<file path="config.mk">
export PLATFORM = sky130hd
export DESIGN_NAME = blend_factor_stage
export DESIGN_NICKNAME = d
export VERILOG_FILES = /design/src/rtl/blend_factor_stage_pkg.sv /design/src/rtl/blend_factor_stage_color_mixer.sv /design/src/rtl/blend_factor_stage.sv
export SDC_FILE = /design/constraint.sdc
export NUM_CORES = 2
export LEC_CHECK = 0
export CORE_MARGIN = 1
export CORE_UTILIZATION = 57
export DETAILED_ROUTE_END_ITERATION = 10
export PLACE_DENSITY = 0.79
export RECOVER_POWER = 50
export REMOVE_ABC_BUFFERS = 1
export SLEW_MARGIN = 0
export SYNTH_ARGS = -nofsm -noshare
export SYNTH_HDL_FRONTEND = slang
export SYNTH_HIERARCHICAL = 1
export SYNTH_SLANG_ARGS = --single-unit
</file>
<file path="constraint.sdc">
create_clock -name aclk -period 13.7 [get_ports aclk]
set_input_delay 2.74 -clock aclk [delete_from_list [all_inputs] [get_ports aclk]]
set_output_delay 2.74 -clock aclk [all_outputs]
set_load 0.02 [all_outputs]
</file>
<file path="src/rtl/blend_factor_stage_pkg.sv">
// blend_factor_stage_pkg
//   Shared definitions for the fragment blending front end:
//   - blend factor encoding (BLEND_ZERO .. BLEND_SRC_ALPHA_SATURATE);
//     codes 11-15 are not listed and select ZERO
//   - channel lane positions inside a pixel (R is the most significant lane)
//   - wide all-ones / all-zeros pixel constants, sliced to the pixel width
//     by each user
package blend_factor_stage_pkg;

  typedef enum logic [3:0] {
    BLEND_ZERO                = 4'd0,
    BLEND_ONE                 = 4'd1,
    BLEND_DST_COLOR           = 4'd2,
    BLEND_SRC_COLOR           = 4'd3,
    BLEND_ONE_MINUS_DST_COLOR = 4'd4,
    BLEND_ONE_MINUS_SRC_COLOR = 4'd5,
    BLEND_SRC_ALPHA           = 4'd6,
    BLEND_ONE_MINUS_SRC_ALPHA = 4'd7,
    BLEND_DST_ALPHA           = 4'd8,
    BLEND_ONE_MINUS_DST_ALPHA = 4'd9,
    BLEND_SRC_ALPHA_SATURATE  = 4'd10
  } blend_factor_e;

  localparam int NUM_CHANNELS = 4;

  // Lane index of each channel; lane i occupies bits [i*W +: W].
  localparam int CH_R = 3;
  localparam int CH_G = 2;
  localparam int CH_B = 1;
  localparam int CH_A = 0;

  // Large enough for any sensible channel width; users take the low bits.
  localparam int MAX_PIXEL_WIDTH = 256;
  localparam logic [MAX_PIXEL_WIDTH-1:0] PIXEL_ONE  = '1;
  localparam logic [MAX_PIXEL_WIDTH-1:0] PIXEL_ZERO = '0;

endpackage

</file>
<file path="src/rtl/blend_factor_stage_color_mixer.sv">
// blend_factor_stage_color_mixer
//   The existing two-cycle ColorMixer. Per channel it computes
//   a*b + c*d + 1.0 (all-ones), keeps the integer part (>> W) and
//   saturates to 1.0. The +1.0 rounding term makes x*1.0 + 0 return x.
//   Stage 1 registers the two products, stage 2 registers the saturated
//   sum. Both stages advance only while ce is high; registers are unreset.
// Ports:
//   aclk       clock
//   ce         clock enable for both stages
//   color_a..d four-channel operands (a*b + c*d)
//   color_out  saturated result, two ce-cycles after the operands
module blend_factor_stage_color_mixer
  import blend_factor_stage_pkg::*;
#(
  parameter int SUB_PIXEL_WIDTH = 8
) (
  input  logic                                 aclk,
  input  logic                                 ce,
  input  logic [NUM_CHANNELS*SUB_PIXEL_WIDTH-1:0] color_a,
  input  logic [NUM_CHANNELS*SUB_PIXEL_WIDTH-1:0] color_b,
  input  logic [NUM_CHANNELS*SUB_PIXEL_WIDTH-1:0] color_c,
  input  logic [NUM_CHANNELS*SUB_PIXEL_WIDTH-1:0] color_d,
  output logic [NUM_CHANNELS*SUB_PIXEL_WIDTH-1:0] color_out
);

  localparam int W       = SUB_PIXEL_WIDTH;
  localparam int PIXEL_W = NUM_CHANNELS * W;
  localparam int PROD_W  = 2 * W;
  // Two full-scale products plus the rounding term still fit in 2W+1 bits.
  localparam int SUM_W   = 2 * W + 1;
  localparam logic [W-1:0] CH_ONE = '1;

  logic [PROD_W-1:0]  prod_ab [NUM_CHANNELS];
  logic [PROD_W-1:0]  prod_cd [NUM_CHANNELS];
  logic [PIXEL_W-1:0] next_out;

  // Stage 1: per-channel products.
  always_ff @(posedge aclk) begin
    if (ce) begin
      for (int i = 0; i < NUM_CHANNELS; i++) begin
        prod_ab[i] <= PROD_W'(color_a[i*W +: W]) * PROD_W'(color_b[i*W +: W]);
        prod_cd[i] <= PROD_W'(color_c[i*W +: W]) * PROD_W'(color_d[i*W +: W]);
      end
    end
  end

  // Sum, round by +1.0, drop the fraction and clamp to 1.0.
  always_comb begin
    logic [SUM_W-1:0] sum;
    logic [W:0]       scaled;
    next_out = '0;
    sum      = '0;
    scaled   = '0;
    for (int i = 0; i < NUM_CHANNELS; i++) begin
      sum    = SUM_W'(prod_ab[i]) + SUM_W'(prod_cd[i]) + SUM_W'(CH_ONE);
      scaled = sum[SUM_W-1:W];
      next_out[i*W +: W] = scaled[W] ? CH_ONE : scaled[W-1:0];
    end
  end

  // Stage 2: saturated result.
  always_ff @(posedge aclk) begin
    if (ce) begin
      color_out <= next_out;
    end
  end

endmodule

</file>
<file path="src/rtl/blend_factor_stage.sv">
// blend_factor_stage
//   Fragment blending front end. Accepts one fragment per cycle, picks the
//   source and destination blend factors, registers the mixer operands
//   (stage S0) and runs them through the two-cycle color mixer. Valid and
//   tag travel in a three-entry shift register aligned with S0 and the two
//   mixer stages. A single advance enable moves every stage at once, so a
//   stalled output freezes the whole pipe and drops s_ready combinationally.
// Ports:
//   aclk, reset               clock, asynchronous active-high reset
//   blend_enable              0: pass src through, 1: blend
//   src_factor, dst_factor    blend factor codes, sampled per accepted fragment
//   s_valid/s_ready           input handshake
//   s_src, s_dst, s_tag       source colour, destination colour, sideband
//   m_valid/m_ready           output handshake
//   m_color, m_tag            blended colour and sideband of the output fragment
module blend_factor_stage
  import blend_factor_stage_pkg::*;
#(
  parameter int SUB_PIXEL_WIDTH = 8,
  parameter int TAG_WIDTH       = 16
) (
  input  logic                                 aclk,
  input  logic                                 reset,
  input  logic                                 blend_enable,
  input  logic [3:0]                           src_factor,
  input  logic [3:0]                           dst_factor,
  input  logic                                 s_valid,
  output logic                                 s_ready,
  input  logic [NUM_CHANNELS*SUB_PIXEL_WIDTH-1:0] s_src,
  input  logic [NUM_CHANNELS*SUB_PIXEL_WIDTH-1:0] s_dst,
  input  logic [TAG_WIDTH-1:0]                 s_tag,
  output logic                                 m_valid,
  input  logic                                 m_ready,
  output logic [NUM_CHANNELS*SUB_PIXEL_WIDTH-1:0] m_color,
  output logic [TAG_WIDTH-1:0]                 m_tag
);

  localparam int W       = SUB_PIXEL_WIDTH;
  localparam int PIXEL_W = NUM_CHANNELS * W;
  localparam logic [PIXEL_W-1:0] ONE_PIXEL  = PIXEL_ONE[PIXEL_W-1:0];
  localparam logic [PIXEL_W-1:0] ZERO_PIXEL = PIXEL_ZERO[PIXEL_W-1:0];

  // Factor pixel for one blend code. ONE_MINUS_x is the bitwise inverse of x;
  // alpha factors replicate the alpha lane; unknown codes give ZERO.
  function automatic logic [PIXEL_W-1:0] select_factor(
    input logic [3:0]         code,
    input logic [PIXEL_W-1:0] src,
    input logic [PIXEL_W-1:0] dst
  );
    logic [W-1:0]       src_a;
    logic [W-1:0]       inv_dst_a;
    logic [W-1:0]       sat;
    logic [PIXEL_W-1:0] f;
    src_a     = src[CH_A*W +: W];
    inv_dst_a = ~dst[CH_A*W +: W];
    sat       = (src_a < inv_dst_a) ? src_a : inv_dst_a;
    case (code)
      BLEND_ZERO:                f = ZERO_PIXEL;
      BLEND_ONE:                 f = ONE_PIXEL;
      BLEND_DST_COLOR:           f = dst;
      BLEND_SRC_COLOR:           f = src;
      BLEND_ONE_MINUS_DST_COLOR: f = ~dst;
      BLEND_ONE_MINUS_SRC_COLOR: f = ~src;
      BLEND_SRC_ALPHA:           f = {NUM_CHANNELS{src_a}};
      BLEND_ONE_MINUS_SRC_ALPHA: f = {NUM_CHANNELS{~src_a}};
      BLEND_DST_ALPHA:           f = {NUM_CHANNELS{~inv_dst_a}};
      BLEND_ONE_MINUS_DST_ALPHA: f = {NUM_CHANNELS{inv_dst_a}};
      BLEND_SRC_ALPHA_SATURATE: begin
        f = ZERO_PIXEL;
        f[CH_R*W +: W] = sat;
        f[CH_G*W +: W] = sat;
        f[CH_B*W +: W] = sat;
        f[CH_A*W +: W] = '1;
      end
      default:                   f = ZERO_PIXEL;
    endcase
    return f;
  endfunction

  logic                 adv;
  logic [2:0]           v_q;
  logic [TAG_WIDTH-1:0] tag_q [3];
  logic [PIXEL_W-1:0]   fs;
  logic [PIXEL_W-1:0]   fd;
  logic [PIXEL_W-1:0]   color_a_q;
  logic [PIXEL_W-1:0]   color_b_q;
  logic [PIXEL_W-1:0]   color_c_q;
  logic [PIXEL_W-1:0]   color_d_q;
  logic [PIXEL_W-1:0]   mix_color;

  // The whole pipe moves unless the output holds a fragment nobody takes.
  assign adv     = !v_q[2] || m_ready;
  assign s_ready = adv;

  // Blending disabled means src*1.0 + dst*0, which the mixer returns as src.
  always_comb begin
    fs = ONE_PIXEL;
    fd = ZERO_PIXEL;
    if (blend_enable) begin
      fs = select_factor(src_factor, s_src, s_dst);
      fd = select_factor(dst_factor, s_src, s_dst);
    end
  end

  // Valid and tag shift registers; bubbles travel as invalid entries.
  always_ff @(posedge aclk or posedge reset) begin
    if (reset) begin
      v_q      <= '0;
      tag_q[0] <= '0;
      tag_q[1] <= '0;
      tag_q[2] <= '0;
    end else if (adv) begin
      v_q      <= {v_q[1:0], s_valid};
      tag_q[0] <= s_tag;
      tag_q[1] <= tag_q[0];
      tag_q[2] <= tag_q[1];
    end
  end

  // S0 operand registers; contents only matter while v_q[0] is set.
  always_ff @(posedge aclk) begin
    if (adv) begin
      color_a_q <= s_src;
      color_b_q <= fs;
      color_c_q <= s_dst;
      color_d_q <= fd;
    end
  end

  blend_factor_stage_color_mixer #(
    .SUB_PIXEL_WIDTH (SUB_PIXEL_WIDTH)
  ) u_mixer (
    .aclk      (aclk),
    .ce        (adv),
    .color_a   (color_a_q),
    .color_b   (color_b_q),
    .color_c   (color_c_q),
    .color_d   (color_d_q),
    .color_out (mix_color)
  );

  // Mixer registers are unreset, so outputs are masked until a valid result.
  assign m_valid = v_q[2];
  assign m_color = v_q[2] ? mix_color : ZERO_PIXEL;
  assign m_tag   = v_q[2] ? tag_q[2]  : '0;

endmodule

</file>
==> summary.txt <==
Synthesis
  – #FFs+latches synth: 339
  – Syn Std Cell Area: 34500 µm²
  – Ys Warns: 6
  – Cells after Synth: 3395
  – Synth cell types: 90
  – Syn Area/Cell: 10.2 µm²
  – Cell with the most instances after synthesis: inv_1
  – Asr flop ratio synth: 15.0%
  – Seq/Total Area, Yosys: 28.8%
  – Top_reg_cell synth: edfxtp_1
  – EDFF count, synth: 288
  – Top cells by area, synth: edfxtp_1, fa_1, ha_1
  – Area leader, netlist: edfxtp_1
  – Top-area cell type share of the netlist area: 25.1%
  – Commonest cells in the netlist: inv_1, and2_1, ha_1, edfxtp_1, fa_1

Worst setup path
  – FF-to-FF Start: v_q[2]$_DFFE_PP0P_
  – Reg-to-reg slack, setup: 7470 ps
  – CP Capture Type: output pin
  – Maximum fanout along the worst path: 50
  – Critical Path AT: 5760 ps
  – R2R Path End: u_mixer/prod_ab[2][11]$_DFFE_PP_
  – Critical Setup Path Class: in -> out
  – Critical Path RT: 10960 ps
  – Depth of the most critical reg-to-reg path: 3
  – Startpoint Class: primary input

Clock network
  – Post-CTS Setup Repair Bufs: 0
  – Clock-pin slew on the worst setup and hold paths: 50 ps
  – CTS max path bufs: 3
  – CTS buffer count: 43
  – # hold bufs at CTS: 0
  – CTS tree: done
  – CTS root buf: clkbuf_16
  – Worst skew pair latency: 580 ps
  – Cells resized by post-CTS repair: 0
  – CTS Sinks: 339
  – Max H-tree Level: 2

Min path
  – HP Start: v_q[1]$_DFFE_PP0P_
  – Worst Hold Path EP: v_q[2]$_DFFE_PP0P_
  – Hold Crit Class: reg -> reg
  – Hold Path Depth: 1

Final layout
  – Layout cell share with drive strength beyond 1: 4.69%
  – Layout Nets: 4298
  – Area Overhead vs Synth: 10.1%
  – Final instance area: 38000 µm²
  – Post-layout util: 64.0%

Global route
  – GR Layer Usage met3: 3.93%
  – GR Util met2: 41.1%
  – M1 GR Usage: 33.8%
  – All-layer global routing usage: 25.0%
  – Initial antenna violation count: 4
  – GR peak layer: met2
  – First-pass GRT wire length: 122 mm
  – Largest net degree at the start of global routing: 181
  – Total gr overflow: 0
  – Vias in the first global route: 24000

Power and ir drop
  – Pwr Density: 255 nW/µm²
  – Leakage power: 17.7 nW
  – Peak VDD IR: 172 µV

STA
  – Slew Limit Fails: 217
  – Final worst path period share: 62.1%
  – Slew Limit Headroom: -133%
  – Least-Margin Pin Slew: 3490 ps
  – Fmax: 0.118 GHz
  – Final hold vios: 0
  – Final min period: 8500 ps
  – RSZ-0062 raised after global routing: false
  – Worst Clk Skew: 16.5 ps
  – Count of final setup violators: 0
  – Setup TNS: 0 ps

Place
  – Placed cell area: 36600 µm²
  – I/O Buffers: 142
  – Final HPWL DP: 56.3 mm
  – Placer Congestion: 0.884

Die
  – I/O pins: 143
  – Die H: 248 µm
  – Die width: 248 µm
  – Initial Utilization: 58.1%
  – Core Footprint: 59400 µm²
  – Row count: 89
  – Die ar.: 61500 µm²

Detailed routing
  – Via density: 5.62
  – 1st-pass router iterations: 7
  – DR DRC count: 0
  – Final wirelength: 74.6 mm
  – Via count: 24200
  – DRT iter0 DRCs: 1488
  – Post-route ant nets: 0
  – Routed len/inst: 17.3 µm

Outcome
  – Run status: finished with violations
  – Violated checks: max-capacitance violations, max-slew violations

Run
  – Max_cap viols: 4
## cell type report
class | count | area (µm²)
timing repair buffer | 152 | 1490
clock buffer | 60 | 1280
clock inverter | 17 | 131
antenna | 4 | 10.0
multi-input combinational | 2430 | 22100
tap | 773 | 967
fill | 4789 | 21400
sequential | 339 | 9930
inverter | 540 | 2030
## kinds of logic after synthesis
group,after synthesis,share of synthesized area [%]
muxes,164,4.96
adders and majority gates,699,31.6
DFF,339,28.8
AOI/OAI and AO/OA,449,9.13
buffers and inverters,626,6.92
xor gates and xnor gates,114,2.89
and+or+nand+nor,1004,15.7
## registers in the layout, indices dropped and copies added (netlist names)
register           count
tag_q                 48
color_c_q             32
v_q                    3
color_b_q             32
u_mixer/prod_cd       64
color_a_q             32
u_mixer/color_out     32
color_d_q             32
u_mixer/prod_ab       64
## stage by stage
step | std cells | hold slack (ps) | worst slack (ps) | power, mW
global placement | 4234 | 449 | 6480 | 8.40
floorplan | 3309 | 430 | 11.1 | 7.12
detailed placement | 4234 | 458 | 6480 | 8.56
finish | 4315 | 471 | 5200 | 9.68
CTS | 4311 | 474 | 6470 | 9.79
global route | 4313 | 507 | 4940 | 10.7
## worst max-delay path, stage by stage
cell             delay [ps]
dlygate4sd3_1           520
nand2b_1               1590
clkdlybuf4s50_1         880
## power breakdown
part / total [mW] / internal (mW) / switching (mW) / leakage [nW]
combinational: 6.45 / 2.89 / 3.55 / 13.5
clock: 1.13 / 0.674 / 0.457 / 0.699
sequential: 2.11 / 1.87 / 0.236 / 3.49
total: 9.68 / 5.44 / 4.24 / 17.7
## metal layers
layer	routed length (µm)	vias up
met4	1910	0
met2	35100	657
met3	4550	113
met5	0	-
li1	-	11600
met1	33100	11800
## cell usage in the layout, fill, tap and decap left out, drive strengths merged, types with 66 or more instances in the layout
| cell | n |
|---|---|
| and2 | 461 |
| o21ai | 93 |
| xnor2 | 98 |
| nand2 | 227 |
| ha | 411 |
| a21oi | 126 |
| dlygate4sd3 | 66 |
| edfxtp | 288 |
| inv | 542 |
| fa | 288 |
| clkdlybuf4s50 | 74 |
| nor2 | 132 |
| mux2i | 108 |
## worst max-delay path by stage
stage	slack [ps]	end	startpoint
finish	5200	s_ready	m_ready
global route	4940	s_ready	m_ready
CTS	6470	s_ready	m_ready
detailed placement	6480	s_ready	m_ready
global placement	6480	s_ready	m_ready
floorplan	10	s_ready	m_ready
Power figures use the tool's default switching activity.
